File: config.mk
export PLATFORM = sky130hd
export DESIGN_NAME = alu_multiword_sequencer
export DESIGN_NICKNAME = d
export VERILOG_FILES = /design/src/rtl/alu_multiword_sequencer.sv
export SDC_FILE = /design/constraint.sdc
export NUM_CORES = 1
export LEC_CHECK = 0
export ABC_AREA = 1
export CAP_MARGIN = 5
export CORE_MARGIN = 2
export CORE_UTILIZATION = 55
export CTS_CLUSTER_DIAMETER = 30
export DETAILED_ROUTE_END_ITERATION = 8
export HOLD_SLACK_MARGIN = 0.12
export PLACE_DENSITY = 0.94
export SLEW_MARGIN = 25
export SYNTH_ARGS = -nofsm -noshare
export SYNTH_HDL_FRONTEND = slang
export SYNTH_SLANG_ARGS = --single-unit
File: constraint.sdc
create_clock -name clk -period 4.02 [get_ports clk]
set_input_delay 0.804 -clock clk [delete_from_list [all_inputs] [get_ports clk]]
set_output_delay 0.804 -clock clk [all_outputs]
set_load 0.02 [all_outputs]
File: src/rtl/alu_multiword_sequencer.sv
// Multi-word ALU sequencer: issues one single-word ALU op per cycle, LS word first,
// chaining carry/borrow through ADC/SBB, then returns the wide result with flags.
module alu_multiword_sequencer #(
  parameter  int WORD_SIZE = 8,
  parameter  int NUM_WORDS = 4,
  localparam int W         = WORD_SIZE * NUM_WORDS
) (
  input  logic                 clk,
  input  logic                 reset,
  input  logic                 req_valid,
  output logic                 req_ready,
  input  logic [2:0]           req_op,
  input  logic [W-1:0]         req_a,
  input  logic [W-1:0]         req_b,
  output logic                 resp_valid,
  input  logic                 resp_ready,
  output logic [W-1:0]         resp_result,
  output logic [7:0]           resp_flags,
  output logic                 resp_err,
  output logic                 busy,
  output logic [WORD_SIZE-1:0] alu_a,
  output logic [WORD_SIZE-1:0] alu_b,
  output logic [3:0]           alu_mode,
  input  logic [WORD_SIZE-1:0] alu_c,
  input  logic [7:0]           alu_flags
);

  localparam int IDX_W = $clog2(NUM_WORDS);

  typedef enum logic [1:0] {IDLE, EXEC, DONE} state_t;

  state_t               state_q;
  logic [W-1:0]         a_q, b_q, res_q, res_d;
  logic [2:0]           op_q;
  logic [IDX_W-1:0]     idx_q, idx_nxt;
  logic                 last_word, op_arith, op_legal;
  logic                 req_ready_q, resp_valid_q, resp_err_q, busy_q;
  logic [W-1:0]         resp_result_q;
  logic [7:0]           resp_flags_q;
  logic [WORD_SIZE-1:0] alu_a_q, alu_b_q;
  logic [3:0]           alu_mode_q;

  // First word uses plain ADD/SUB; later words chain the ALU's carry/borrow.
  function automatic logic [3:0] mode_for(input logic [2:0] op, input logic first);
    case (op)
      3'd0:    return first ? 4'd6 : 4'd7;
      3'd1:    return first ? 4'd8 : 4'd9;
      3'd2:    return 4'd11;
      3'd3:    return 4'd12;
      3'd4:    return 4'd13;
      default: return 4'd0;
    endcase
  endfunction

  assign idx_nxt   = idx_q + 1'b1;
  assign last_word = (idx_q == IDX_W'(NUM_WORDS - 1));
  assign op_arith  = (op_q <= 3'd1);
  assign op_legal  = (op_q <= 3'd4);

  always_comb begin
    res_d = res_q;
    res_d[idx_q*WORD_SIZE +: WORD_SIZE] = alu_c;
  end

  always_ff @(posedge clk) begin
    if (reset) begin
      state_q       <= IDLE;
      a_q           <= '0;
      b_q           <= '0;
      res_q         <= '0;
      op_q          <= '0;
      idx_q         <= '0;
      req_ready_q   <= 1'b1;
      resp_valid_q  <= 1'b0;
      resp_result_q <= '0;
      resp_flags_q  <= '0;
      resp_err_q    <= 1'b0;
      busy_q        <= 1'b0;
      alu_a_q       <= '0;
      alu_b_q       <= '0;
      alu_mode_q    <= '0;
    end else begin
      case (state_q)
        IDLE: if (req_valid) begin
          state_q     <= EXEC;
          a_q         <= req_a;
          b_q         <= req_b;
          op_q        <= req_op;
          idx_q       <= '0;
          res_q       <= '0;
          req_ready_q <= 1'b0;
          busy_q      <= 1'b1;
          alu_a_q     <= req_a[WORD_SIZE-1:0];
          alu_b_q     <= req_b[WORD_SIZE-1:0];
          alu_mode_q  <= mode_for(req_op, 1'b1);
        end
        EXEC: begin
          res_q <= res_d;
          if (last_word) begin
            state_q      <= DONE;
            resp_valid_q <= 1'b1;
            alu_a_q      <= '0;
            alu_b_q      <= '0;
            alu_mode_q   <= '0;
            if (op_legal) begin
              resp_result_q <= res_d;
              resp_flags_q  <= {~|res_d, res_d[W-1],
                                op_arith & alu_flags[5], op_arith & alu_flags[4], 4'b0};
              resp_err_q    <= 1'b0;
            end else begin
              resp_result_q <= '0;
              resp_flags_q  <= '0;
              resp_err_q    <= 1'b1;
            end
          end else begin
            idx_q      <= idx_nxt;
            alu_a_q    <= a_q[idx_nxt*WORD_SIZE +: WORD_SIZE];
            alu_b_q    <= b_q[idx_nxt*WORD_SIZE +: WORD_SIZE];
            alu_mode_q <= mode_for(op_q, 1'b0);
          end
        end
        DONE: if (resp_ready) begin
          state_q      <= IDLE;
          resp_valid_q <= 1'b0;
          busy_q       <= 1'b0;
          req_ready_q  <= 1'b1;
        end
        default: state_q <= IDLE;
      endcase
    end
  end

  assign req_ready   = req_ready_q;
  assign resp_valid  = resp_valid_q;
  assign resp_result = resp_result_q;
  assign resp_flags  = resp_flags_q;
  assign resp_err    = resp_err_q;
  assign busy        = busy_q;
  assign alu_a       = alu_a_q;
  assign alu_b       = alu_b_q;
  assign alu_mode    = alu_mode_q;

endmodule

==> Word level (Yosys, flattened, before mapping) <==
Index checks and enable logic that the tools add are counted.
{ "totals": {"regBits": 167, "wordCells": 87} }
{ "classes": {"n_addsub": 2, "n_lt_le_gt_ge": 2, "eq_ne": 15, "n_shift": 4, "mux": 32, "bitwise": 2, "n_reduce_logical": 15} }
{ "op_table": {"columns": ["operator", "n"], "rows": [
  ["2-to-1 mux 32 bit", 2],
  ["one-hot mux 32 bit (2 select lines)", 1],
  ["indexed part select 32 x 6 -> 8 bit", 2],
  ["2-to-1 mux 8 bit", 5],
  ["one-hot mux 4 bit (5 select lines)", 2],
  ["negation 5 -> 34 bit", 1],
  ["variable shift 8 x 34 -> 32 bit (first input constant)", 1],
  ["indexed part select 8 x 34 -> 32 bit", 1],
  ["bitwise mux 32 bit", 1],
  ["one-hot mux 8 bit (2 select lines)", 2],
  ["OR reduction 32 bit", 1],
  ["equality test 3 x 2 -> 1 bit (second input constant)", 4],
  ["AND reduction 3 bit", 4],
  ["2-to-1 mux 2 bit", 5],
  ["2-to-1 mux 4 bit", 2],
  ["!= test 2 bit (second input constant)", 4],
  ["one-hot mux 4 bit (2 select lines)", 1],
  ["equality test 3 x 1 -> 1 bit (second input constant)", 2],
  ["equality test 3 bit (second input constant)", 2],
  ["logical NOT 3 bit", 2],
  ["2-to-1 mux 1 bit", 6],
  ["one-hot mux 1 bit (2 select lines)", 3],
  ["one-hot mux 2 bit (3 select lines)", 1],
  ["AND reduction 2 bit", 3],
  ["10 further kinds", 14]
]} }

==> Logic depth before layout (Yosys ltp) <==
{ "logic_depth": {"ltp_word": 6, "ltp_mapped": 14, "mapped_depth_nobuf": 12} }

==> Worst setup path before layout <==
Ideal clock, no wire load.
{ "synth_timing": {"path_kind": "reg2reg", "start": "reg idx_q[0]", "end": "reg resp_flags_q[7], in the netlist resp_flags[7]", "setup_time_ns": 0.132, "arrival_ns": 1.929, "path_slack_ns": 1.958, "path_stages_with_launch": 13, "path_buffers": 3, "synth_period_minus_slack_ns": 2.062, "cell_sequence": "dfxtp_1 -> buf_4 -> inv_1 -> buf_2 -> ha_1 -> buf_2 -> nand3_1 -> o21ai_0 -> nor2_1 -> nand2_1 -> nor2_1 -> nand3_1 -> a21oi_1"} }
{ "synth_via": {"elab_chain_len": 6} }
{ "synth_rtl": {"columns": ["item", "line", "rtl"], "rows": [
  ["from (decl)", "35", "logic [IDX_W-1:0] idx_q, idx_nxt;"],
  ["from (signal assigned)", "116", "idx_q <= idx_nxt;"],
  ["negation 5 -> 34 bit", "62", "res_d[idx_q*WORD_SIZE +: WORD_SIZE] = alu_c;"],
  ["indexed part select 8 x 34 -> 32 bit / variable shift 8 x 34 -> 32 bit (equally long branches)", "62", null],
  ["bitwise mux 32 bit", "62", null],
  ["OR reduction 32 bit", "107", "resp_flags_q <= {~|res_d, res_d[W-1],"],
  ["logical NOT 1 bit", "107", null],
  ["2-to-1 mux 8 bit", "105", "if (op_legal) begin"],
  ["to (signal assigned)", "107", null],
  ["to (decl)", "39", "logic [7:0] resp_flags_q;"]
]} }
Several ways; a longest one is shown, not always the timed one.
A chain may end at the register's enable or synchronous reset.

==> Worst setup path after layout <==
Ends and elaborated chain as after synthesis.

==> summary.md <==
| Metric | Value |
|---|---|
| Fill cell total of the finished layout | between 900 and 1000 |
| RR Endpoint | resp_flags[7] |
| Fmax | about 0.35 GHz |
| Sequential-to-total area share from yosys stat | a little under half |
| DR WL/cell | approximately 15 µm |
| Pwr/cell area | about 440 nW/µm² |
| Largest net degree at the start of global routing | approximately 100 |
| Gr ovfl total | 0 |
| Period utilization | between 70% and 80% |
| Starting Density | between 50% and 60% |
| Worst Setup Path Type | reg2reg |
| Status | finished clean |
| Gate power share | approximately 14% |
| I/O pin count | 151 |
| Total wire length | ~19000 µm |
| Hold Slack | roughly 450 ps |
| Crit path required time | 4300 ps |
| Area of the multi-input gates | 3170 µm² |
| Hold Path Cell Cnt | 2 |
| I/O Buffers | 140 |
| Register-to-Register Path Depth | 10 |
| Min cycle time layout | slightly below 3000 ps |
| H-tree depth | 4 |
| Die area | around 13000 µm² |
| Share of cells above drive strength 1 | 4.86% |
| Cell variety after synth | 27 |
| CTS tree | yes |
| TNS Setup | 0 ps |
| Clock transition at path regs | ~60 ps |
| Flop pwr share | 44.0% |
| Detailed Routing Iterations Pass 1 | 6 |
| Unrepaired setup endpoints after global routing | no |
| Post-CTS sizing | 0 |
| Critical path arrival | around 3200 ps |
| Non-filler cells, final | roughly 1300 |
| Psw | 1.09 mW |
| Mapped Area | 6900 µm² |
| GP Congestion | just under 0.9 |
| Register bit total from synthesis | about 160 |
| Routed Antenna Nets | 0 |
| Worst vdd rail ir drop | 0.236 mV |
| Max cap viols | 0 |
| Worst path cell trace | inv_1 -> ha_1 -> buf_4 -> nand3_1 -> o21ai_0 -> nor2_1 -> nand3_1 -> nor2_1 -> nand3_1 -> a21oi_1 |
| DRT iter0 DRCs | about 750 |
| Detailed Place HPWL | between 10000 and 15000 µm |
| Max Clock Skew | between 7 and 8 ps |
| Power share of the clock group | about two fifths |
| Vias in the first global route | 6472 |
| Warning count from the yosys run | 0 |
| Final setup violation count | 0 |
| Row count | 40 |
| Internal cell power | 2.86 mW |
| Worst reg2reg setup slack | roughly 1100 ps |
| Final nets | around 1200 |
| Total GRT Usage | ~29% |
| Hold Vio Cnt, Final | 0 |
| Max clock buf depth | 2 |
| Worst-path maximum fanout | 23 |
| Switching share of power | 27.6% |
| Die Span X | 116 µm |
| Vias | between 7000 and 8000 |
| Syn_area_per_cell | 6.96 µm² |
| Area Growth Syn to Fin | 28.6% |
| Worst Hold Class | reg2reg |
| Cells after synthesis | approximately 990 |
| Final max-slew violation count | 0 |
| Initial antenna violation count | 0 |
| Clock root cell | clkbuf_16 |
| Final core utilization | approximately three quarters |
| Cell count after placement | around 1200 |
| DP Worst Slack | around 1300 ps |
| Chip height | 116 µm |
| Core area | around 12000 µm² |
| CP endpoint kind | flip-flop |
| ANT cells | 0 |
| Vias per inst | roughly 5.5 |
| Slowest CP cell | dfxtp_1 |
| Min-Delay Endpoint | a_q[7] |
| Skew-Pair Late Insertion Delay | between 400 and 500 ps |
| Hold Crit Start | a_q[7] |
| DRC Markers | 0 |
| Leak | ~3.4 nW |
| # clock sinks | about 160 |
| First-pass GRT wire length | approximately 30000 µm |
| CP dominant cell by count | nand3_1 |
| FF+latch area | approximately 3200 µm² |
| Post-CTS Hold Fix Bufs | 0 |
| Critical Path Start Type | flip-flop |
| Setup ws final | between 1000 and 1500 ps |
| Total CTS buffers | 17 |
| Worst-margin pin slew | 942 ps |
| Slowest Stage Delay on Critical Path | around 800 ps |
| Slew headroom | between 30 and 40% |
| Reg-to-Reg Start | idx_q[0] |
| Post-CTS Setup Bufs | 0 |
-- final cells by class --
class / instances / share of cell area (%)
timing repair buffer: 149 / 16.5
multi-input combinational: 721 / 35.8
clock buffer: 18 / 4.95
inverter: 47 / 1.99
clock inverter: 14 / 1.86
sequential: 162 / 36.5
tap: 168 / 2.37
-- stage by stage --
step | cell area, µm² | power [mW]
after floorplan | 6910 | 2.10
after global placement | 8270 | 2.29
after detailed placement | 8270 | 2.31
after CTS | 8870 | 3.95
after global routing | 8870 | 4.07
final | 8870 | 3.94
-- power groups by stage --
stage          Combinational [mW]  Sequential [mW]  Clock, mW
2_1_floorplan               0.322             1.78          0
3_3_place_gp                0.527             1.77          0
3_5_place_dp                0.541             1.77          0
4_1_cts                     0.549             1.73       1.66
5_1_grt                     0.611             1.74       1.72
6_report                    0.557             1.73       1.65
-- routing by layer --
metal,GRT usage (%),vias to the layer above,wire length (µm)
met1,36.9,3272,7760
met2,46.8,355,9110
met4,13.3,0,556
li1,-,3418,-
met3,5.60,51,1420
met5,0,-,0
-- critical path: cells and delay by family, from the launching register on --
family | cells | cell delay (ps)
AO/OA/AOI/OAI | 2 | 470
AND/OR/NAND/NOR | 5 | 640
buffers and inverters | 2 | 460
flip-flops | 1 | 810
adder cells (fa/ha/maj) | 1 | 360
-- sequential cells by signal (all words and copies together) (netlist names) --
signal and count:
a_q 32, b_q 32, res_q 32, resp_result 31
alu_a 8, alu_b 8, alu_mode 4, resp_flags 4
op_q 3, idx_q 2, state_q 2, busy 1
req_ready 1, resp_err 1, resp_valid 1
-- Yosys cell counts, drive strengths merged --
cell type / instances / area [µm²]
clkinv: 1 / 3.75
o221ai: 2 / 17.5
a22oi: 2 / 15.0
inv: 46 / 173
conb: 1 / 3.75
nand2: 259 / 975
a31oi: 16 / 100
o21bai: 1 / 7.51
ha: 6 / 75.1
dfxtp: 162 / 3240
o21ai: 108 / 541
a21oi: 97 / 485
o22ai: 15 / 93.8
nor3: 1 / 5.00
nor2: 182 / 693
nand3: 27 / 140
nand3b: 1 / 7.51
clkbuf: 35 / 131
buf: 29 / 189
-- worst max-delay path by stage --
stage	startpoint	endpoint	slack (ps)
global placement	idx_q[0]	resp_flags[7]	1310
detailed placement	idx_q[0]	resp_flags[7]	1260
global route	idx_q[0]	resp_flags[7]	940
finish	idx_q[0]	resp_flags[7]	1140
CTS	idx_q[0]	resp_flags[7]	1210
floorplan	idx_q[0]	resp_flags[7]	1960
-- logic make-up (layout without fill, tap and decap cells) --
family                   Yosys count  in the layout  share of synthesized area, %
buffers and inverters            111            228                          7.20
flip-flops                       162            162                          47.0
AO/OA/AOI/OAI                    241            241                          18.3
other                              1              4                        0.0544
AND/OR/NAND/NOR                  470            470                          26.4
adder cells (fa/ha/maj)            6              6                          1.09
-- cell usage in the layout (no fill, tap or decap), types with 2 or more instances in the layout --
| cell | n |
|---|---|
| buf_4 | 8 |
| nand2_1 | 257 |
| o221ai_1 | 2 |
| ha_1 | 6 |
| dfxtp_1 | 162 |
| bufinv_16 | 2 |
| nand3_1 | 26 |
| inv_1 | 39 |
| clkdlybuf4s50_1 | 139 |
| inv_6 | 6 |
| a21oi_1 | 97 |
| inv_8 | 2 |
| o21ai_0 | 107 |
| a31oi_1 | 16 |
| inv_2 | 7 |
| nor2_1 | 180 |
| a22oi_1 | 2 |
| o22ai_1 | 15 |
| nand2_2 | 2 |
| clkbuf_16 | 17 |
| clkinv_4 | 2 |
| conb_1 | 4 |
Power figures use the tool's default switching activity.
